[src/rtl/clk_pkg.sv]
// Shared definitions for the clock display datapath: digit indices, segment
// patterns and the BCD-to-seven-segment decoder.
package clk_pkg;

    localparam logic [2:0] DIG_SEC_LO  = 3'd0;
    localparam logic [2:0] DIG_SEC_HI  = 3'd1;
    localparam logic [2:0] DIG_MIN_LO  = 3'd2;
    localparam logic [2:0] DIG_MIN_HI  = 3'd3;
    localparam logic [2:0] DIG_HOUR_LO = 3'd4;
    localparam logic [2:0] DIG_HOUR_HI = 3'd5;

    // Segment order {g,f,e,d,c,b,a}, active-high
    localparam logic [6:0] SEG_0   = 7'h3F;
    localparam logic [6:0] SEG_1   = 7'h06;
    localparam logic [6:0] SEG_2   = 7'h5B;
    localparam logic [6:0] SEG_3   = 7'h4F;
    localparam logic [6:0] SEG_4   = 7'h66;
    localparam logic [6:0] SEG_5   = 7'h6D;
    localparam logic [6:0] SEG_6   = 7'h7D;
    localparam logic [6:0] SEG_7   = 7'h07;
    localparam logic [6:0] SEG_8   = 7'h7F;
    localparam logic [6:0] SEG_9   = 7'h6F;
    localparam logic [6:0] SEG_OFF = 7'h00;

    function automatic logic [6:0] bcd_to_seg(input logic [3:0] bcd);
        logic [6:0] pat;
        case (bcd)
            4'd0:    pat = SEG_0;
            4'd1:    pat = SEG_1;
            4'd2:    pat = SEG_2;
            4'd3:    pat = SEG_3;
            4'd4:    pat = SEG_4;
            4'd5:    pat = SEG_5;
            4'd6:    pat = SEG_6;
            4'd7:    pat = SEG_7;
            4'd8:    pat = SEG_8;
            4'd9:    pat = SEG_9;
            default: pat = SEG_OFF;
        endcase
        return pat;
    endfunction

    function automatic logic bcd_invalid(input logic [3:0] bcd);
        return (bcd > 4'd9);
    endfunction

endpackage

[src/rtl/seg_scan_timebase.sv]
// Digit-slot timebase: prescaler and digit index. idx/in_blank describe the
// state the counters take on the coming edge so registered outputs carry no lag.
module seg_scan_timebase
    import clk_pkg::*;
#(
    parameter int SCAN_DIV  = 1000,
    parameter int BLANK_CYC = 8
) (
    input  logic       clk,
    input  logic       rst,
    output logic [2:0] idx,
    output logic       in_blank,
    output logic       frame_wrap
);

    localparam int            PW        = (SCAN_DIV > 1) ? $clog2(SCAN_DIV) : 1;
    localparam logic [PW-1:0] PRE_LAST  = PW'(SCAN_DIV - 1);
    localparam logic [PW-1:0] PRE_BLANK = PW'(BLANK_CYC);

    logic [PW-1:0] pre_r;
    logic [PW-1:0] pre_nxt_s;
    logic [2:0]    idx_r;
    logic [2:0]    idx_nxt_s;
    logic          slot_end_s;

    // Next-state of prescaler and digit index
    always_comb begin
        slot_end_s = (pre_r == PRE_LAST);
        pre_nxt_s  = pre_r + PW'(1);
        idx_nxt_s  = idx_r;
        if (slot_end_s) begin
            pre_nxt_s = '0;
            if (idx_r == DIG_HOUR_HI) begin
                idx_nxt_s = DIG_SEC_LO;
            end else begin
                idx_nxt_s = idx_r + 3'd1;
            end
        end else begin
            idx_nxt_s = idx_r;
        end
    end

    // Counter registers
    always_ff @(posedge clk or negedge rst) begin
        if (!rst) begin
            pre_r <= '0;
            idx_r <= DIG_SEC_LO;
        end else begin
            pre_r <= pre_nxt_s;
            idx_r <= idx_nxt_s;
        end
    end

    assign idx        = idx_nxt_s;
    assign in_blank   = (pre_nxt_s < PRE_BLANK);
    assign frame_wrap = slot_end_s && (idx_r == DIG_HOUR_HI);

endmodule

[src/rtl/seg_scan.sv]
// Six-digit multiplexed seven-segment scanner with per-frame snapshot,
// blinking colon, field blink for time setting and sticky invalid-digit flag.
module seg_scan
    import clk_pkg::*;
#(
    parameter int SCAN_DIV  = 1000,
    parameter int BLANK_CYC = 8,
    parameter bit LZB       = 1'b1
) (
    input  logic       clk,
    input  logic       rst,
    input  logic [3:0] sec_lo,
    input  logic [3:0] sec_hi,
    input  logic [3:0] min_lo,
    input  logic [3:0] min_hi,
    input  logic [3:0] hour_lo,
    input  logic [3:0] hour_hi,
    input  logic       tick_half,
    input  logic [5:0] edit_mask,
    output logic [5:0] an,
    output logic [6:0] seg,
    output logic       dp,
    output logic       err
);

    logic [2:0]      idx_s;
    logic            in_blank_s;
    logic            frame_wrap_s;
    logic [5:0][3:0] live_s;
    logic [5:0][3:0] snap_r;
    logic [5:0][3:0] snap_nxt_s;
    logic            ph_r;
    logic            ph_nxt_s;
    logic            bad_s;
    logic [3:0]      digit_s;
    logic [5:0]      an_nxt_s;
    logic [6:0]      seg_nxt_s;
    logic            dp_nxt_s;

    seg_scan_timebase #(
        .SCAN_DIV  (SCAN_DIV),
        .BLANK_CYC (BLANK_CYC)
    ) u_timebase (
        .clk        (clk),
        .rst        (rst),
        .idx        (idx_s),
        .in_blank   (in_blank_s),
        .frame_wrap (frame_wrap_s)
    );

    assign live_s = {hour_hi, hour_lo, min_hi, min_lo, sec_hi, sec_lo};

    // Snapshot, blink phase and invalid-digit detection for the coming edge
    always_comb begin
        bad_s = 1'b0;
        for (int i = 0; i < 6; i++) begin
            bad_s = bad_s | bcd_invalid(live_s[i]);
        end
        if (frame_wrap_s) begin
            snap_nxt_s = live_s;
        end else begin
            snap_nxt_s = snap_r;
        end
        ph_nxt_s = ph_r ^ tick_half;
        digit_s  = snap_nxt_s[idx_s];
    end

    // Output decode from next-state counters, snapshot and phase
    always_comb begin
        an_nxt_s  = 6'd0;
        seg_nxt_s = SEG_OFF;
        dp_nxt_s  = 1'b0;
        if (!in_blank_s) begin
            an_nxt_s = 6'd1 << idx_s;
            dp_nxt_s = ph_nxt_s && ((idx_s == DIG_MIN_LO) || (idx_s == DIG_HOUR_LO));
            if (LZB && (idx_s == DIG_HOUR_HI) && (digit_s == 4'd0)) begin
                seg_nxt_s = SEG_OFF;
            end else begin
                seg_nxt_s = bcd_to_seg(digit_s);
            end
            // Field blink leaves the anode on so the duty stays uniform
            if (edit_mask[idx_s] && !ph_nxt_s) begin
                seg_nxt_s = SEG_OFF;
                dp_nxt_s  = 1'b0;
            end else begin
                dp_nxt_s  = dp_nxt_s;
            end
        end else begin
            an_nxt_s = 6'd0;
        end
    end

    // State and output registers
    always_ff @(posedge clk or negedge rst) begin
        if (!rst) begin
            snap_r <= '0;
            ph_r   <= 1'b1;
            err    <= 1'b0;
            an     <= 6'd0;
            seg    <= 7'd0;
            dp     <= 1'b0;
        end else begin
            snap_r <= snap_nxt_s;
            ph_r   <= ph_nxt_s;
            err    <= err | (frame_wrap_s & bad_s);
            an     <= an_nxt_s;
            seg    <= seg_nxt_s;
            dp     <= dp_nxt_s;
        end
    end

endmodule

[config.mk]
export PLATFORM = sky130hd
export DESIGN_NAME = seg_scan
export DESIGN_NICKNAME = d
export VERILOG_FILES = /design/src/rtl/clk_pkg.sv /design/src/rtl/seg_scan_timebase.sv /design/src/rtl/seg_scan.sv
export SDC_FILE = /design/constraint.sdc
export NUM_CORES = 1
export LEC_CHECK = 0
export CORE_ASPECT_RATIO = 0.6
export CORE_UTILIZATION = 50
export DETAILED_ROUTE_END_ITERATION = 16
export PLACE_DENSITY = 0.75
export SLEW_MARGIN = 30
export SYNTH_ARGS = -nofsm -noshare
export SYNTH_HDL_FRONTEND = slang
export SYNTH_SLANG_ARGS = --single-unit
[constraint.sdc]
create_clock -name clk -period 7 [get_ports clk]
set_input_delay 1.05 -clock clk [delete_from_list [all_inputs] [get_ports clk]]
set_output_delay 1.05 -clock clk [all_outputs]
set_load 0.1 [all_outputs]
== After elaboration in Yosys (flattened, before gate mapping) ==
Memory sizes are Yosys's and may differ from the RTL's.
Index checks and enable logic that the tools add are counted.

* Add/subtract/negate cells: 2
* Magnitude comparators: 8
* Bitwise gates (word level): 8
* Mux-type cells: 14
* Shifts and indexed selects: 1
* Reduce and logical (&&, ||, !) cells: 7
* Equality and inequality tests: 5

{| class="wikitable"
|+ Operators by type and width
! operator !! number
|-
| 4-bit > comparator (second input constant) || 6
|-
| 24-bit two-way mux || 1
|-
| 7-bit two-way mux || 3
|-
| 4-bit binary-select mux with 3-bit select || 1
|-
| 10-bit by 1-bit adder with 10-bit output (second input constant) || 1
|-
| 10-bit == test (second input constant) || 1
|-
| 10-bit by 4-bit less-than comparator with 1-bit output (second input constant) || 1
|-
| 10-bit two-way mux || 1
|-
| 3-bit == test (second input constant) || 3
|-
| 3-bit two-way mux || 2
|-
| 6-bit two-way mux || 1
|-
| 1-bit OR || 6
|-
| 1-bit by 3-bit << shifter with 6-bit output (first input constant) || 1
|-
| 1-bit logical AND || 4
|-
| 4-bit logical NOT || 1
|-
| 3-bit by 4-bit less-than comparator with 1-bit output (second input constant) || 1
|-
| 4-bit two-way mux || 1
|-
| 3-bit by 1-bit adder with 3-bit output (second input constant) || 1
|-
| 1-bit binary-select mux with 3-bit select || 1
|-
| 3-bit by 2-bit == test with 1-bit output (second input constant) || 1
|-
| 1-bit two-way mux || 3
|-
| 1-bit bitwise AND || 1
|-
| 1-bit logical NOT || 1
|-
| 1-bit logical OR || 1
|-
| 1-bit XOR || 1
|}

* Bits in read-only memories: 112
* Logic and storage cells: 59
* Input port bits: 33
* Register bits after elaboration: 53
* Memories kept: 1

{| class="wikitable"
|+ Memory list
! memory !! depth !! width !! read ports !! clocked after Yosys merged registers in !! wr ports !! RTL line !! text
|-
| (name not given) || 16 || 7 || 1 || 0 || 0 || clk_pkg.sv:27 || <nowiki>case (bcd)</nowiki>
|}

== Logic depth before layout (Yosys ltp) ==
* Depth in word-level cells: 10
* Depth in mapped cells: 15
* Depth with buffers taken out: 13

== Cells and area by module ==
Synthesis repeated with hierarchy kept, for this count alone.

* Cell total of the unflattened synthesis: 228
* Area, all modules: 2,783.9 µm²

{| class="wikitable"
|+ Modules (own cells, without submodules)
! module !! area each (µm²) !! sequential area each (µm²) !! times used !! cells each
|-
| seg_scan || 2,068.2 || 1,002.2 || 1 || 157
|-
| seg_scan_timebase || 715.7 || 325.3 || 1 || 71
|}

== Worst setup path before layout ==
Ideal clock, no wire load.

* Path type: register to register
* Start point: reg u_timebase.pre_r[0]
* End point: reg seg[6]
* Path slack: 3.648 ns
* Data required time: 6.935 ns
* Buffers on the path: 1
* Clock period less this slack: 3.352 ns
* Library setup time: 0.065 ns
* Arrival time: 3.287 ns
* Cell stages (with the launch flop): 15
* Cell sequence: dfrtp_1 -> ha_1 -> and3_1 -> clkbuf_1 -> nand3_1 -> a22oi_2 -> inv_1 -> or4_1 -> o211ai_1 -> inv_1 -> ha_1 -> nor3b_1 -> and3_1 -> or3_1 -> o21ba_1

* Elaborated cells between the ends (all ways): 19

{| class="wikitable"
|+ RTL lines
! item !! RTL line !! text
|-
| start, declared || seg_scan_timebase.sv:20 || <nowiki>logic [PW-1:0] pre_r;</nowiki>
|-
| start signal, assigned || seg_scan_timebase.sv:49 || <nowiki>pre_r <= pre_nxt_s;</nowiki>
|-
| 10-bit == test * || seg_scan_timebase.sv:28 || <nowiki>slot_end_s = (pre_r == PRE_LAST);</nowiki>
|-
| 3-bit two-way mux * || seg_scan_timebase.sv:31 || <nowiki>if (slot_end_s) begin</nowiki>
|-
| net idx_s[2] || seg_scan.sv:26 || <nowiki>logic [2:0] idx_s;</nowiki>
|-
| branches (longest 5 deep; another with memory read 16 x 7 bit) || n/a ||
|-
| 7-bit two-way mux * || seg_scan.sv:82 || <nowiki>if (edit_mask[idx_s] && !ph_nxt_s) begin</nowiki>
|-
| 7-bit two-way mux * || seg_scan.sv:73 || <nowiki>if (!in_blank_s) begin</nowiki>
|-
| net seg_nxt_s[6] || seg_scan.sv:37 || <nowiki>logic [6:0] seg_nxt_s;</nowiki>
|-
| end signal, assigned || seg_scan.sv:107 || <nowiki>seg <= seg_nxt_s;</nowiki>
|-
| end, declared || seg_scan.sv:21 || <nowiki>output logic [6:0] seg,</nowiki>
|}

Mark *: on every way through the listed nets, which the timed path passes. The select of a mux whose other input is x is not followed.

== Worst setup path after layout ==
* Start point: reg u_timebase.pre_r[0]
* End point: reg seg[6]

* Longest elaborated chain between the ends: 10
* Elaborated cells between the ends (all ways): 19

{| class="wikitable"
|+ RTL lines
! item !! RTL line
|-
| branches (longest 9 deep; another with memory read 16 x 7 bit) || n/a
|-
| 7-bit two-way mux * || seg_scan.sv:73
|-
| net seg_nxt_s[6] || seg_scan.sv:37
|}

Marks and branches as above.

==> flow_metrics.env <==
export IMPL_cts_setup_buffers=0
export IMPL_maxSlewViolCount=0
export IMPL_vias_per_cell=6.182
export IMPL_cp_arrival_ns=4.33
export IMPL_dr_pass1_iters=5
export IMPL_cts_tree="yes"
export IMPL_synth_nets=343
export IMPL_total_leakage_power_nw=1.607
export IMPL_port_buffers=47
export IMPL_rows=21
export IMPL_cts_clk_slew_worst_paths_ns=0.10
export IMPL_ys_seq_area_share_pct=42.46
export IMPL_vias=2621
export IMPL_most_common_layout_cells="dfrtp_1 (52), clkdlybuf4s50_1 (46), mux2_2 (30), nor2_1 (18), nand2_1 (17)"
export IMPL_root_buffer="clkbuf_8"
export IMPL_synth_flop_cell="dfrtp_1"
export IMPL_fmax_ghz=0.2458
export IMPL_crit_required_ns=7.26
export IMPL_nets=383
export IMPL_grt_pass1_vias=2467
export IMPL_p_per_area_nw_per_um2=182.6
export IMPL_met3_length_um=729
export IMPL_finalCritPeriodShare_pct=58.13
export IMPL_cp_max_fo=20
export IMPL_path_cells="ha_1 -> nand3_1 -> nor3_4 -> mux2_1 -> a31oi_1 -> nor4b_1 -> inv_1 -> ha_1 -> or2_2 -> mux2i_1 -> o21ba_1"
export IMPL_ioPinCount=48
export IMPL_crit_type="flip-flop to flip-flop"
export IMPL_die_area_um2=6584
export IMPL_final_antenna_net_count=0
export IMPL_finalSetupViolCount=0
export IMPL_synth_edf_count=0
export IMPL_fin_crit_ns=4.069
export IMPL_synth_cell_types=67
export IMPL_track_usage_pct=25.23
export IMPL_cp_start_kind="flip-flop"
export IMPL_n_antenna_cell=0
export IMPL_grt_max_degree=54
export IMPL_synth_warnings=0
export IMPL_area_delta_synth_final_pct=19.73
export IMPL_async_reset_ff_share_pct=100.0
export IMPL_num_fill_cells=477
export IMPL_rsz0062_at_grt="false"
export IMPL_tightestPinTransition_ns=0.9683
export IMPL_final_common_cell="dfrtp_1"
export IMPL_ir_worst_vdd_uv=93.85
export IMPL_die_w_um=104.1
export IMPL_max_stage_delay_ns=0.83
export IMPL_setup_worst_path_end_class="flip-flop"
export IMPL_drive_above_1_share_pct=15.99
export IMPL_critPathSlowestCell="nor3_4"
export IMPL_slew_limit_headroom_pct=35.24
export IMPL_cts_max_level=2
export IMPL_drc=0
export IMPL_wl_per_cell_um=18.08
export IMPL_ys_ff_latch=53
export IMPL_overflow=0
export IMPL_hold_path_class="flip-flop to flip-flop"
export IMPL_cts_inserted_buffers=5
export IMPL_dp_cells=417
export IMPL_crit_top_cell="ha_1"
export IMPL_antenna_found_initial=0
export IMPL_met1_length_um=3859
export IMPL_final_cells=424
export IMPL_outcome="complete, no violations"
export IMPL_dieHeight_um=63.26
export IMPL_syn_area_um2=3127
export IMPL_cts_repair_resized=0
export IMPL_syn_instance_count=304
export IMPL_drv_cap=0
export IMPL_drt_iter0_drc=410
export IMPL_ctsHoldBuffers=0
export IMPL_gp_congestion=0.9148
export IMPL_coreArea_um2=5807
export IMPL_hpwl_um=5584
export IMPL_fin_skew_ns=0.008830
export IMPL_hold_viol=0
export IMPL_initial_core_util_pct=53.85
export IMPL_dr_wl_met2_um=2983
export IMPL_setup_tns_final_ns=0
export IMPL_routed_top_layer="met4"
export IMPL_clkSinkCount=53
export IMPL_insertion_delay_ns=0.31
export IMPL_cts_buffer_depth=2
export IMPL_wirelength_um=7664
export IMPL_avgSynthCellArea_um2=10.29
export IMPL_grt_pass1_wl_um=12880
layer usage:
metal | GRT usage [%] | vias to the layer above
met4 | 4.286 | 0
met5 | 0 | -
met2 | 35.50 | 167
li1 | - | 1209
met3 | 4.762 | 15
met1 | 40.13 | 1230
state kept, by name, indices dropped and copies added (netlist names):
name              flops
snap_r               24
u_timebase.pre_r     10
seg                   7
an                    6
u_timebase.idx_r      3
dp                    1
err                   1
ph_r                  1
Yosys cell counts (3+ instances only):
cell      instances  area (um2)
and3_1            9       56.30
and2_1            3       18.77
mux2_2           30       337.8
nor3b_1           3       22.52
clkbuf_1         11       41.29
inv_1            11       41.29
mux2i_1          12       120.1
nor3_1            6       30.03
o31ai_1           4       30.03
nor2_1           19       71.32
nand2b_1          4       25.02
o211ai_1          3       22.52
ha_1              6       75.07
a31oi_1           6       37.54
nor4_1            3       18.77
dfrtp_1          52        1301
nor2b_1           6       37.54
xnor2_1           4       35.03
o21ai_0          12       60.06
a21oi_1          10       50.05
a221oi_1          3       26.28
nand2_1          17       63.81
nand3_1          12       60.06
kinds of logic after synthesis:
family / share of synthesized area (%)
DFF: 42.46
buffers and inverters: 4.282
muxes: 16.81
and+or+nand+nor: 17.45
xor gates and xnor gates: 1.400
AOI/OAI and AO/OA: 15.21
adders and majority gates: 2.401
final timing paths:
kind	startpoint	end	slack, ns	cells past startpoint
setup / recovery	u_timebase.pre_r[0]	seg[6]	2.93	11
hold / removal	err	err	0.47	1
setup reg to reg	u_timebase.pre_r[0]	seg[6]	2.93	11
hold reg to reg	err	err	0.47	1
max in group asynchronous	rst	u_timebase.pre_r[1]	5.72	2
min in group asynchronous	rst	an[3]	0.84	2
power by group:
part / leakage, nW / internal (mW) / total, mW / switching, mW
registers: 0.690 / 0.321 / 0.325 / 0.00398
logic: 0.863 / 0.0442 / 0.151 / 0.107
clock network: 0.0546 / 0.106 / 0.207 / 0.101
total: 1.61 / 0.471 / 0.684 / 0.212
critical path: cells and delay by family, from the launching register on:
family | cells | cell delay, ns
flip-flops | 1 | 0.41
buffers and inverters | 1 | 0.15
adder cells (fa/ha/maj) | 2 | 0.52
AND/OR/NAND/NOR | 4 | 2.26
multiplexers | 2 | 0.44
AO/OA/AOI/OAI | 2 | 0.23
cell type report:
class	count	area (um2)	area share [%]
clock buffer	5	68.82	1.838
clock inverter	2	38.79	1.036
inverter	12	45.04	1.203
multi-input combinational	221	1668	44.55
sequential	53	1328	35.46
tap	80	100.1	2.674
timing repair buffer	51	495.5	13.24
stage by stage:
step	total power [mW]	utilization (%)	worst slack, ns	hold slack [ns]	instance area, um2
after global placement	0.4820	62.62	3.129	0.4498	3636
after global routing	0.7118	64.47	2.570	0.5103	3744
after CTS	0.6909	64.47	2.977	0.4795	3744
after floorplan	0.4297	-	3.648	0.4450	3127
after detailed placement	0.4841	62.62	2.984	0.4520	3636
final	0.6837	64.47	2.931	0.4701	3744
(Power assumes the default switching activity.)
